===== src/rtl/parity_check_arbiter_pkg.sv =====
// Shared types and constants for the parity-check arbiter: response record
// and the error-counter saturation limit.
package parity_pkg;

    localparam int DW_DEFAULT = 4;
    localparam int ID_MAX_W   = 3;   // N_REQ tops out at 8
    localparam int DW_MAX     = 32;

    // All-ones value of a cnt_w-bit counter.
    function automatic longint unsigned err_cnt_max(input int cnt_w);
        return (longint'(1) << cnt_w) - 1;
    endfunction

    // Sized for the largest legal configuration; the top slices to its own widths.
    typedef struct packed {
        logic [ID_MAX_W-1:0] id;
        logic [DW_MAX-1:0]   data;
        logic                error;
    } resp_t;

endpackage


===== src/rtl/parity_check_arbiter_if.sv =====
// Request/response bundle between the link lanes, the arbiter and the status consumer.
interface parity_check_arbiter_if #(
    parameter int N_REQ = 4,
    parameter int DW    = parity_pkg::DW_DEFAULT,
    parameter int CNT_W = 8
);
    localparam int ID_W = $clog2(N_REQ);

    logic [N_REQ-1:0]       req_valid;
    logic [N_REQ*DW-1:0]    req_data;
    logic [N_REQ-1:0]       req_pbit;
    logic [N_REQ-1:0]       req_ready;
    logic                   resp_valid;
    logic                   resp_ready;
    logic [ID_W-1:0]        resp_id;
    logic [DW-1:0]          resp_data;
    logic                   resp_error;
    logic [N_REQ*CNT_W-1:0] err_cnt;
    logic                   clr_cnt;
    logic                   busy;

    modport master (
        output req_valid, req_data, req_pbit, resp_ready, clr_cnt,
        input  req_ready, resp_valid, resp_id, resp_data, resp_error, err_cnt, busy
    );

    modport slave (
        input  req_valid, req_data, req_pbit, resp_ready, clr_cnt,
        output req_ready, resp_valid, resp_id, resp_data, resp_error, err_cnt, busy
    );

endinterface


===== src/rtl/parity_check_arbiter_rr_arbiter.sv =====
// Round-robin arbiter: one-hot grant searching from the pointer upward;
// the pointer moves past the winner only when a grant is issued.
module rr_arbiter #(
    parameter int N_REQ = 4
) (
    input  logic                     clk,
    input  logic                     rst,
    input  logic                     en,
    input  logic [N_REQ-1:0]         req,
    output logic [N_REQ-1:0]         gnt,
    output logic [$clog2(N_REQ)-1:0] gidx,
    output logic [$clog2(N_REQ)-1:0] ptr
);
    localparam int ID_W = $clog2(N_REQ);

    logic [ID_W-1:0] ptr_q, ptr_d;
    logic [ID_W-1:0] idx;
    logic            found;
    int              pos;

    always_comb begin
        gnt   = '0;
        gidx  = '0;
        found = 1'b0;
        idx   = '0;
        pos   = 0;
        for (int k = 0; k < N_REQ; k++) begin
            pos = int'(ptr_q) + k;
            if (pos >= N_REQ) pos = pos - N_REQ;
            idx = ID_W'(pos);
            if (!found && en && req[idx]) begin
                found    = 1'b1;
                gnt[idx] = 1'b1;
                gidx     = idx;
            end
        end
        ptr_d = ptr_q;
        if (found) ptr_d = (gidx == ID_W'(N_REQ - 1)) ? '0 : gidx + ID_W'(1);
    end

    always_ff @(posedge clk) begin
        if (rst) ptr_q <= '0;
        else     ptr_q <= ptr_d;
    end

    assign ptr = ptr_q;

endmodule


===== src/rtl/parity_check_arbiter.sv =====
// Shared even-parity checker for N_REQ link lanes with a one-entry
// valid/ready output stage and per-lane saturating error counters.
module parity_check_arbiter
    import parity_pkg::*;
#(
    parameter int N_REQ = 4,
    parameter int DW    = DW_DEFAULT,
    parameter int CNT_W = 8
) (
    input logic                   clk,
    input logic                   rst,
    parity_check_arbiter_if.slave bus
);
    localparam int ID_W = $clog2(N_REQ);
    localparam logic [CNT_W-1:0] CNT_MAX = CNT_W'(err_cnt_max(CNT_W));

    typedef enum logic {EMPTY, FULL} state_e;

    state_e                       state_q, state_d;
    resp_t                        resp_q, resp_d;
    logic [N_REQ-1:0][CNT_W-1:0]  cnt_q, cnt_d;

    logic [N_REQ-1:0] gnt;
    logic [ID_W-1:0]  gidx;
    logic [ID_W-1:0]  rr_ptr_unused;
    logic             can_accept;
    logic [DW-1:0]    sel_data;
    logic             sel_err;

    assign can_accept = (state_q == EMPTY) || bus.resp_ready;

    rr_arbiter #(.N_REQ(N_REQ)) u_rr (
        .clk  (clk),
        .rst  (rst),
        .en   (can_accept),
        .req  (bus.req_valid),
        .gnt  (gnt),
        .gidx (gidx),
        .ptr  (rr_ptr_unused)
    );

    // Single shared checker, muxed onto the granted lane.
    assign sel_data = bus.req_data[gidx*DW +: DW];
    assign sel_err  = (^sel_data) ^ bus.req_pbit[gidx];

    always_comb begin
        state_d = state_q;
        resp_d  = resp_q;
        if (|gnt) begin
            state_d = FULL;
            resp_d  = '{id: ID_MAX_W'(gidx), data: DW_MAX'(sel_data), error: sel_err};
        end else if (state_q == FULL && bus.resp_ready) begin
            state_d = EMPTY;
        end
    end

    // Counting happens at acceptance; clear wins over a same-cycle increment.
    always_comb begin
        cnt_d = cnt_q;
        for (int i = 0; i < N_REQ; i++) begin
            if (bus.clr_cnt)
                cnt_d[i] = '0;
            else if (gnt[i] && sel_err && cnt_q[i] != CNT_MAX)
                cnt_d[i] = cnt_q[i] + CNT_W'(1);
        end
    end

    always_ff @(posedge clk) begin
        if (rst) begin
            state_q <= EMPTY;
            resp_q  <= '0;
            cnt_q   <= '0;
        end else begin
            state_q <= state_d;
            resp_q  <= resp_d;
            cnt_q   <= cnt_d;
        end
    end

    logic resp_unused;
    assign resp_unused = ^{resp_q.id, resp_q.data};

    assign bus.req_ready  = gnt;
    assign bus.resp_valid = (state_q == FULL);
    assign bus.resp_id    = resp_q.id[ID_W-1:0];
    assign bus.resp_data  = resp_q.data[DW-1:0];
    assign bus.resp_error = resp_q.error;
    assign bus.err_cnt    = cnt_q;
    assign bus.busy       = (state_q == FULL) || (|bus.req_valid);

endmodule


===== src/flat_wrapper.sv =====
// flat-port wrapper written by rule: the top's interface ports become plain ports
module parity_check_arbiter_flat import parity_pkg::*;
#(
    parameter int N_REQ = 4,
    parameter int DW    = DW_DEFAULT,
    parameter int CNT_W = 8
)
  (clk, rst, bus_req_valid, bus_req_data, bus_req_pbit, bus_resp_ready, bus_clr_cnt, bus_req_ready, bus_resp_valid, bus_resp_id, bus_resp_data, bus_resp_error, bus_err_cnt, bus_busy);
  parity_check_arbiter_if #(.N_REQ(N_REQ), .DW(DW), .CNT_W(CNT_W)) bus_i ();
  input logic clk;
  input logic rst;
  input wire logic [$bits(bus_i.req_valid)-1:0] bus_req_valid;
  input wire logic [$bits(bus_i.req_data)-1:0] bus_req_data;
  input wire logic [$bits(bus_i.req_pbit)-1:0] bus_req_pbit;
  input wire logic [$bits(bus_i.resp_ready)-1:0] bus_resp_ready;
  input wire logic [$bits(bus_i.clr_cnt)-1:0] bus_clr_cnt;
  output wire logic [$bits(bus_i.req_ready)-1:0] bus_req_ready;
  output wire logic [$bits(bus_i.resp_valid)-1:0] bus_resp_valid;
  output wire logic [$bits(bus_i.resp_id)-1:0] bus_resp_id;
  output wire logic [$bits(bus_i.resp_data)-1:0] bus_resp_data;
  output wire logic [$bits(bus_i.resp_error)-1:0] bus_resp_error;
  output wire logic [$bits(bus_i.err_cnt)-1:0] bus_err_cnt;
  output wire logic [$bits(bus_i.busy)-1:0] bus_busy;
  assign bus_i.req_valid = bus_req_valid;
  assign bus_i.req_data = bus_req_data;
  assign bus_i.req_pbit = bus_req_pbit;
  assign bus_i.resp_ready = bus_resp_ready;
  assign bus_i.clr_cnt = bus_clr_cnt;
  assign bus_req_ready = bus_i.req_ready;
  assign bus_resp_valid = bus_i.resp_valid;
  assign bus_resp_id = bus_i.resp_id;
  assign bus_resp_data = bus_i.resp_data;
  assign bus_resp_error = bus_i.resp_error;
  assign bus_err_cnt = bus_i.err_cnt;
  assign bus_busy = bus_i.busy;
  parity_check_arbiter #(.N_REQ(N_REQ), .DW(DW), .CNT_W(CNT_W)) u_core (.clk(clk), .rst(rst), .bus(bus_i));
endmodule

===== config.mk =====
export PLATFORM = sky130hd
export DESIGN_NAME = parity_check_arbiter_flat
export DESIGN_NICKNAME = d
export VERILOG_FILES = /design/src/rtl/parity_check_arbiter_pkg.sv /design/src/rtl/parity_check_arbiter_if.sv /design/src/rtl/parity_check_arbiter_rr_arbiter.sv /design/src/rtl/parity_check_arbiter.sv /design/src/flat_wrapper.sv
export SDC_FILE = /design/constraint.sdc
export NUM_CORES = 1
export LEC_CHECK = 0
export CAP_MARGIN = 0
export CORE_MARGIN = 4
export CORE_UTILIZATION = 40
export CTS_BUF_LIST = sky130_fd_sc_hd__clkbuf_16
export DETAILED_ROUTE_END_ITERATION = 10
export PLACE_DENSITY = 0.68
export SYNTH_ARGS = -nofsm -noshare
export SYNTH_HDL_FRONTEND = slang
export SYNTH_SLANG_ARGS = --single-unit

===== constraint.sdc =====
create_clock -name clk -period 5.9 [get_ports clk]
set_clock_uncertainty 0.05 [all_clocks]
set_input_delay 1.77 -clock clk [delete_from_list [all_inputs] [get_ports clk]]
set_output_delay 1.77 -clock clk [all_outputs]
set_load 0.1 [all_outputs]

# [Word-level counts from Yosys, hierarchy flattened]
# Cells that the tools add are included.
# Widths: inputs -> output; s select.
[word_totals] rom_bits=0 mem_count=0 ramBits=0 latch_bits=0 input_bits=28 elab_cells=112 ff_bits=42
[op_classes] shift=1 n_bitwise=5 muxes=37 n_eq_ne=5 multipliers=0 n_addsub=12 magnitude_cmp=13 div=0 n_reduce_logical=30
[ops] cell="$add 8x1->8 const B" count=4
[ops] cell="$ne 8x8->1 const B" count=4
[ops] cell="$logic_and 1x1->1" count=20
[ops] cell="$mux 2" count=9
[ops] cell="$mux 4" count=4
[ops] cell="$shiftx 16x5->4" count=1
[ops] cell="$lt 2x3->1 const B" count=5
[ops] cell="$mux 1" count=15
[ops] cell="$or 4x4->4" count=3
[ops] cell="$bmux 1 s2" count=5
[ops] cell="$ge 3x3->1 const B" count=3
[ops] cell="$demux 1 s2" count=4
[ops] cell="$ge 2x1->1 const B" count=4
[ops] cell="$reduce_or 4->1" count=2
[ops] cell="$sub 2x1->2 const B" count=4
[ops] cell="$add 2x2->3 const B" count=2
[ops] cell="$reduce_xor 4->1" count=1
[ops] cell="$add 2x1->3 const B" count=1
[ops] cell="$ge 2x3->1 const B" count=1
[ops] cell="$logic_not 1->1" count=3
[ops] cell="$add 2x1->2 const B" count=1
[ops] cell="$eq 2x2->1 const B" count=1
[ops] cell="$logic_or 1x1->1" count=2
[ops] cell="$reduce_bool 2->1" count=1
[ops] cell="3 further kinds" count=3

# [Depth between registers and ports, before layout]
[depth] word_depth=23 mapped_depth=17 ltp_nobuf=11

# [Hierarchy]
# From an unflattened synthesis, not the netlist that was laid out.
[hier_totals] hier_cells=324 hier_area_um2=2761.4
[modules_own_cells] mod="parity_check_arbiter" n_inst=1 cells_each=255 area_each_um2=2125.8 seq_area_each_um2=800.8
[modules_own_cells] mod="rr_arbiter" n_inst=1 cells_each=69 area_each_um2=635.6 seq_area_each_um2=40.0

# [Worst setup path after synthesis]
# OpenSTA, ideal clock, no wires.
[synth_timing] kind="input-to-output" from="input port bus_req_valid[3]" to="output port bus_req_ready[2]" path_slack_ns=-0.234 t_arrival_ns=4.314 path_buffers=1 cell_stages=5 required_ns=4.080 cell_sequence="buf_2 mux4_2 nor2b_1 a222oi_1 o21ai_1"
[synth_via] elab_chain_cells=16
[synth_rtl] element="start, declared" line="flat_wrapper.sv:12" source="input wire logic [$bits(bus_i.req_valid)-1:0] bus_req_valid;"
[synth_rtl] element="$bmux 1 s2" line="parity_check_arbiter_rr_arbiter.sv:31" source="if (!found && en && req[idx]) begin"
[synth_rtl] element="$mux 1 (not written as such)" line="parity_check_arbiter_rr_arbiter.sv:31"
[synth_rtl] element="$logic_and 1x1->1" line="parity_check_arbiter_rr_arbiter.sv:31"
[synth_rtl] element="$mux 1" line="parity_check_arbiter_rr_arbiter.sv:31"
[synth_rtl] element="$logic_not 1->1" line="parity_check_arbiter_rr_arbiter.sv:31"
[synth_rtl] element="$logic_and 1x1->1 (2 in a row)" line="parity_check_arbiter_rr_arbiter.sv:31"
[synth_rtl] element="$mux 1" line="parity_check_arbiter_rr_arbiter.sv:31"
[synth_rtl] element="$logic_not 1->1" line="parity_check_arbiter_rr_arbiter.sv:31"
[synth_rtl] element="$logic_and 1x1->1 (2 in a row)" line="parity_check_arbiter_rr_arbiter.sv:31"
[synth_rtl] element="$mux 1" line="parity_check_arbiter_rr_arbiter.sv:31"
[synth_rtl] element="$logic_not 1->1" line="parity_check_arbiter_rr_arbiter.sv:31"
[synth_rtl] element="$logic_and 1x1->1 (2 in a row)" line="parity_check_arbiter_rr_arbiter.sv:31"
[synth_rtl] element="$mux 4 (*)" line="parity_check_arbiter_rr_arbiter.sv:31"
[synth_rtl] element="end, declared" line="flat_wrapper.sv:17" source="output wire logic [$bits(bus_i.req_ready)-1:0] bus_req_ready;"
# Every way passes the cells marked *; elsewhere a longest branch is shown, timed or not. The select of a mux whose other input is x is not followed.

# [Worst setup path in the final report]
[layout_timing] from="input port bus_req_valid[1]" to="output port bus_req_ready[0]"
# The elaborated chain is that of the path after synthesis.

==> key figures <==
Clock tree
  • Clock tree buffer depth: 2
  • Post-CTS Resized: 0
  • Setup Fix Bufs, Post-CTS: 0
  • Hold bufs inserted after CTS: 0
  • Num CTS Buffers: 5
  • CTS tree: built
  • Skew-Pair Late Insertion Delay: 280 ps
  • CTS HTree Levels: 2
  • Clk root buf: clkbuf_16
  • Clk slew on worst S/H paths: 60 ps
  • Clock sinks: 42

Place
  • Inst Count DP: 460
  • DP Wirelength: 5090 um
  • Setup slack at placement: 109 ps
  • Port Buffer Count: 72
  • Placer Congestion: 0.843
  • Placed cell area: 3550 um2

Worst setup path
  • FF-to-FF End: u_core.bus.err_cnt[31]
  • Worst Path Arrival: 3900 ps
  • Crit path launch type: primary input
  • Cell count of the worst reg-to-reg path: 12
  • Crit path kind: in2out
  • Max Fanout on Critical Path: 12
  • Worst setup EP type: primary output
  • Reg2Reg Setup Slack: 1390 ps
  • CP required: 4080 ps
  • Critical R2R Launch: u_core.u_rr.ptr[0]

Timing
  • Final setup fails: 0
  • Min cycle time layout: 5720 ps
  • Slew headroom: 0.326
  • Setup TNS: 0 ps
  • Setup ws final: 183 ps
  • Final Hold Viols: 0
  • Worst slew pin tran: 1010 ps
  • Worst Hold Slack: 412 ps
  • Fmax achieved: 0.175 GHz
  • Max-slew violation total from the final report: 0
  • RSZ-0062 raised after global routing: false
  • Final period util: 0.969

Route
  • Routed via count: 2674
  • Via density: 5.71
  • Initial DRC count: 84
  • Drc violations: 0
  • Wire per inst: 14.6 um
  • Drt first pass iters: 4
  • Routed Antenna Nets: 0
  • Final WL: 6810 um

Die
  • Full die area: 8160 um2
  • Chip height: 90.4 um
  • Core region area: 6460 um2
  • Std cell rows: 29
  • Initial Util: 0.420
  • Die W: 90.4 um
  • Number of primary I/O pins: 73

Yosys
  • Yosys reg bits: 42
  • Mean Syn Cell Area: 8.48 um2
  • Post-Syn Area: 2710 um2
  • Yosys Warn Count: 0
  • EDFF count, synth: 0
  • Sequential fraction of the synthesis area: 0.310
  • Main flop type after synthesis: dfxtp_1
  • Post-Syn Nets: 356
  • Post-synth ARST share: 0
  • Cells after Synth: 320
  • Post-synth cell types: 49

Finish
  • Most frequent cells in the layout: clkdlybuf4s50_1, dfxtp_1, a21oi_1
  • Final Util: 0.573
  • # nets final: 426
  • # diodes: 0
  • Synthesis-to-layout area growth: 36.4%
  • Commonest non-fill, non-tap cell in the layout: clkdlybuf4s50_1
  • Share of cells above drive strength 1: 0.107
  • Design Area, Final: 3700 um2
  • Fin cells: 468

Pwr
  • Pwr per Cell Area: 620 nW/um2
  • LEAKAGE: 1.31 nW
  • Total chip power: 2.29 mW
  • Max IR drop VDD: 0.593 mV

Global routing
  • All-Layer GR Usage: 0.166
  • First-pass GRT wire length: 11600 um
  • GRT overflow: 0
  • Vias in the first global route: 2488
  • Largest net degree at the start of global routing: 36
  • Initial antenna violation count: 0

Run status
  • Status: finished, final reports clean

Worst hold path
  • Hold_sp: u_core.bus.resp_data[2]
  • Hold Path Cell Cnt: 2
  • Hold EP: u_core.bus.resp_data[2]
  • Worst hold path type: reg2reg

Run
  • Maximum capacitance violations: 0
sequential cells by signal (all words and copies together), names as in the netlist:
name / cells
u_core.bus.resp_id: 2
u_core.u_rr.ptr: 2
u_core.bus.resp_data: 4
u_core.bus.err_cnt: 32
u_core.bus.resp_error: 1
u_core.bus.resp_valid: 1
critical path, cell delays in order:
cell             delay [ps]
clkdlybuf4s50_1         590
mux4_2                  600
nor2_1                  140
o21a_1                  250
a22oi_1                 120
nand2_1                 220
buf_12                  210
Yosys cell counts, types with 2 or more instances:
library cell | n | share of area
a21oi_1 | 31 | 0.057
or2_2 | 2 | 0.0046
dfxtp_1 | 42 | 0.31
or4_1 | 9 | 0.025
a32oi_1 | 2 | 0.0065
clkbuf_1 | 8 | 0.011
o211ai_1 | 4 | 0.011
a31oi_1 | 2 | 0.0046
nor4_1 | 4 | 0.0092
mux2i_1 | 16 | 0.059
nand2_1 | 21 | 0.029
inv_1 | 8 | 0.011
buf_6 | 4 | 0.017
nor3_1 | 5 | 0.0092
o21a_1 | 2 | 0.0055
a2111oi_0 | 2 | 0.0065
nand2b_1 | 2 | 0.0046
nor2_1 | 16 | 0.022
ha_1 | 8 | 0.037
buf_2 | 5 | 0.0092
a211oi_1 | 3 | 0.0083
nor2b_1 | 9 | 0.021
o31ai_1 | 8 | 0.022
a21oi_2 | 2 | 0.0065
o21ai_1 | 2 | 0.0037
o21ai_0 | 20 | 0.037
a22oi_1 | 3 | 0.0083
nand3_1 | 16 | 0.030
nand4_1 | 8 | 0.018
or3_1 | 15 | 0.035
xnor2_1 | 8 | 0.026
mux2_2 | 3 | 0.012
and2_1 | 4 | 0.0092
and3_1 | 8 | 0.018
mux4_2 | 4 | 0.033
how the worst max path moves through the flow:
stage | start | endpoint | slack, ps | cells past startpoint
after detailed placement | bus_req_valid[1] | bus_req_ready[1] | 110 | 7
after CTS | bus_req_valid[1] | bus_req_ready[1] | 110 | 7
after global routing | bus_req_valid[1] | bus_req_ready[0] | 50 | 7
final | bus_req_valid[1] | bus_req_ready[0] | 180 | 7
after floorplan | bus_req_valid[3] | bus_req_ready[2] | 340 | 5
after global placement | bus_req_valid[1] | bus_req_ready[1] | 190 | 7
metal layers:
layer,up-vias,wire (um),global-route usage
met5,-,0,0
met4,0,64,0.0421
met3,6,265,0.0283
met2,60,3450,0.293
met1,1265,3030,0.208
li1,1343,-,-
cells by family after synthesis:
group | count (synthesis) | share of synthesized area
AND/OR/NAND/NOR | 122 | 0.247
AO/OA/AOI/OAI | 86 | 0.200
flip-flops | 42 | 0.310
buffers and inverters | 28 | 0.0567
multiplexers | 24 | 0.110
XOR/XNOR | 10 | 0.0392
adder cells (fa/ha/maj) | 8 | 0.0369
where the power goes:
part	internal [mW]	switching [mW]	leakage [nW]
Combinational	0.594	1.07	0.898
Clock	0.155	0.111	0.0750
Sequential	0.320	0.0402	0.340
final cells by class:
cell class                      instances  area (um2)
Tap cell                               77        96.3
Inverter                                9        33.8
Sequential cell                        42         841
Timing Repair Buffer                   82         846
Clock inverter                          3        17.5
Clock buffer                            5         125
Fill cell                             603        2760
Multi-Input combinational cell        250        1740
No activity file was read; power rests on OpenSTA's default activity.
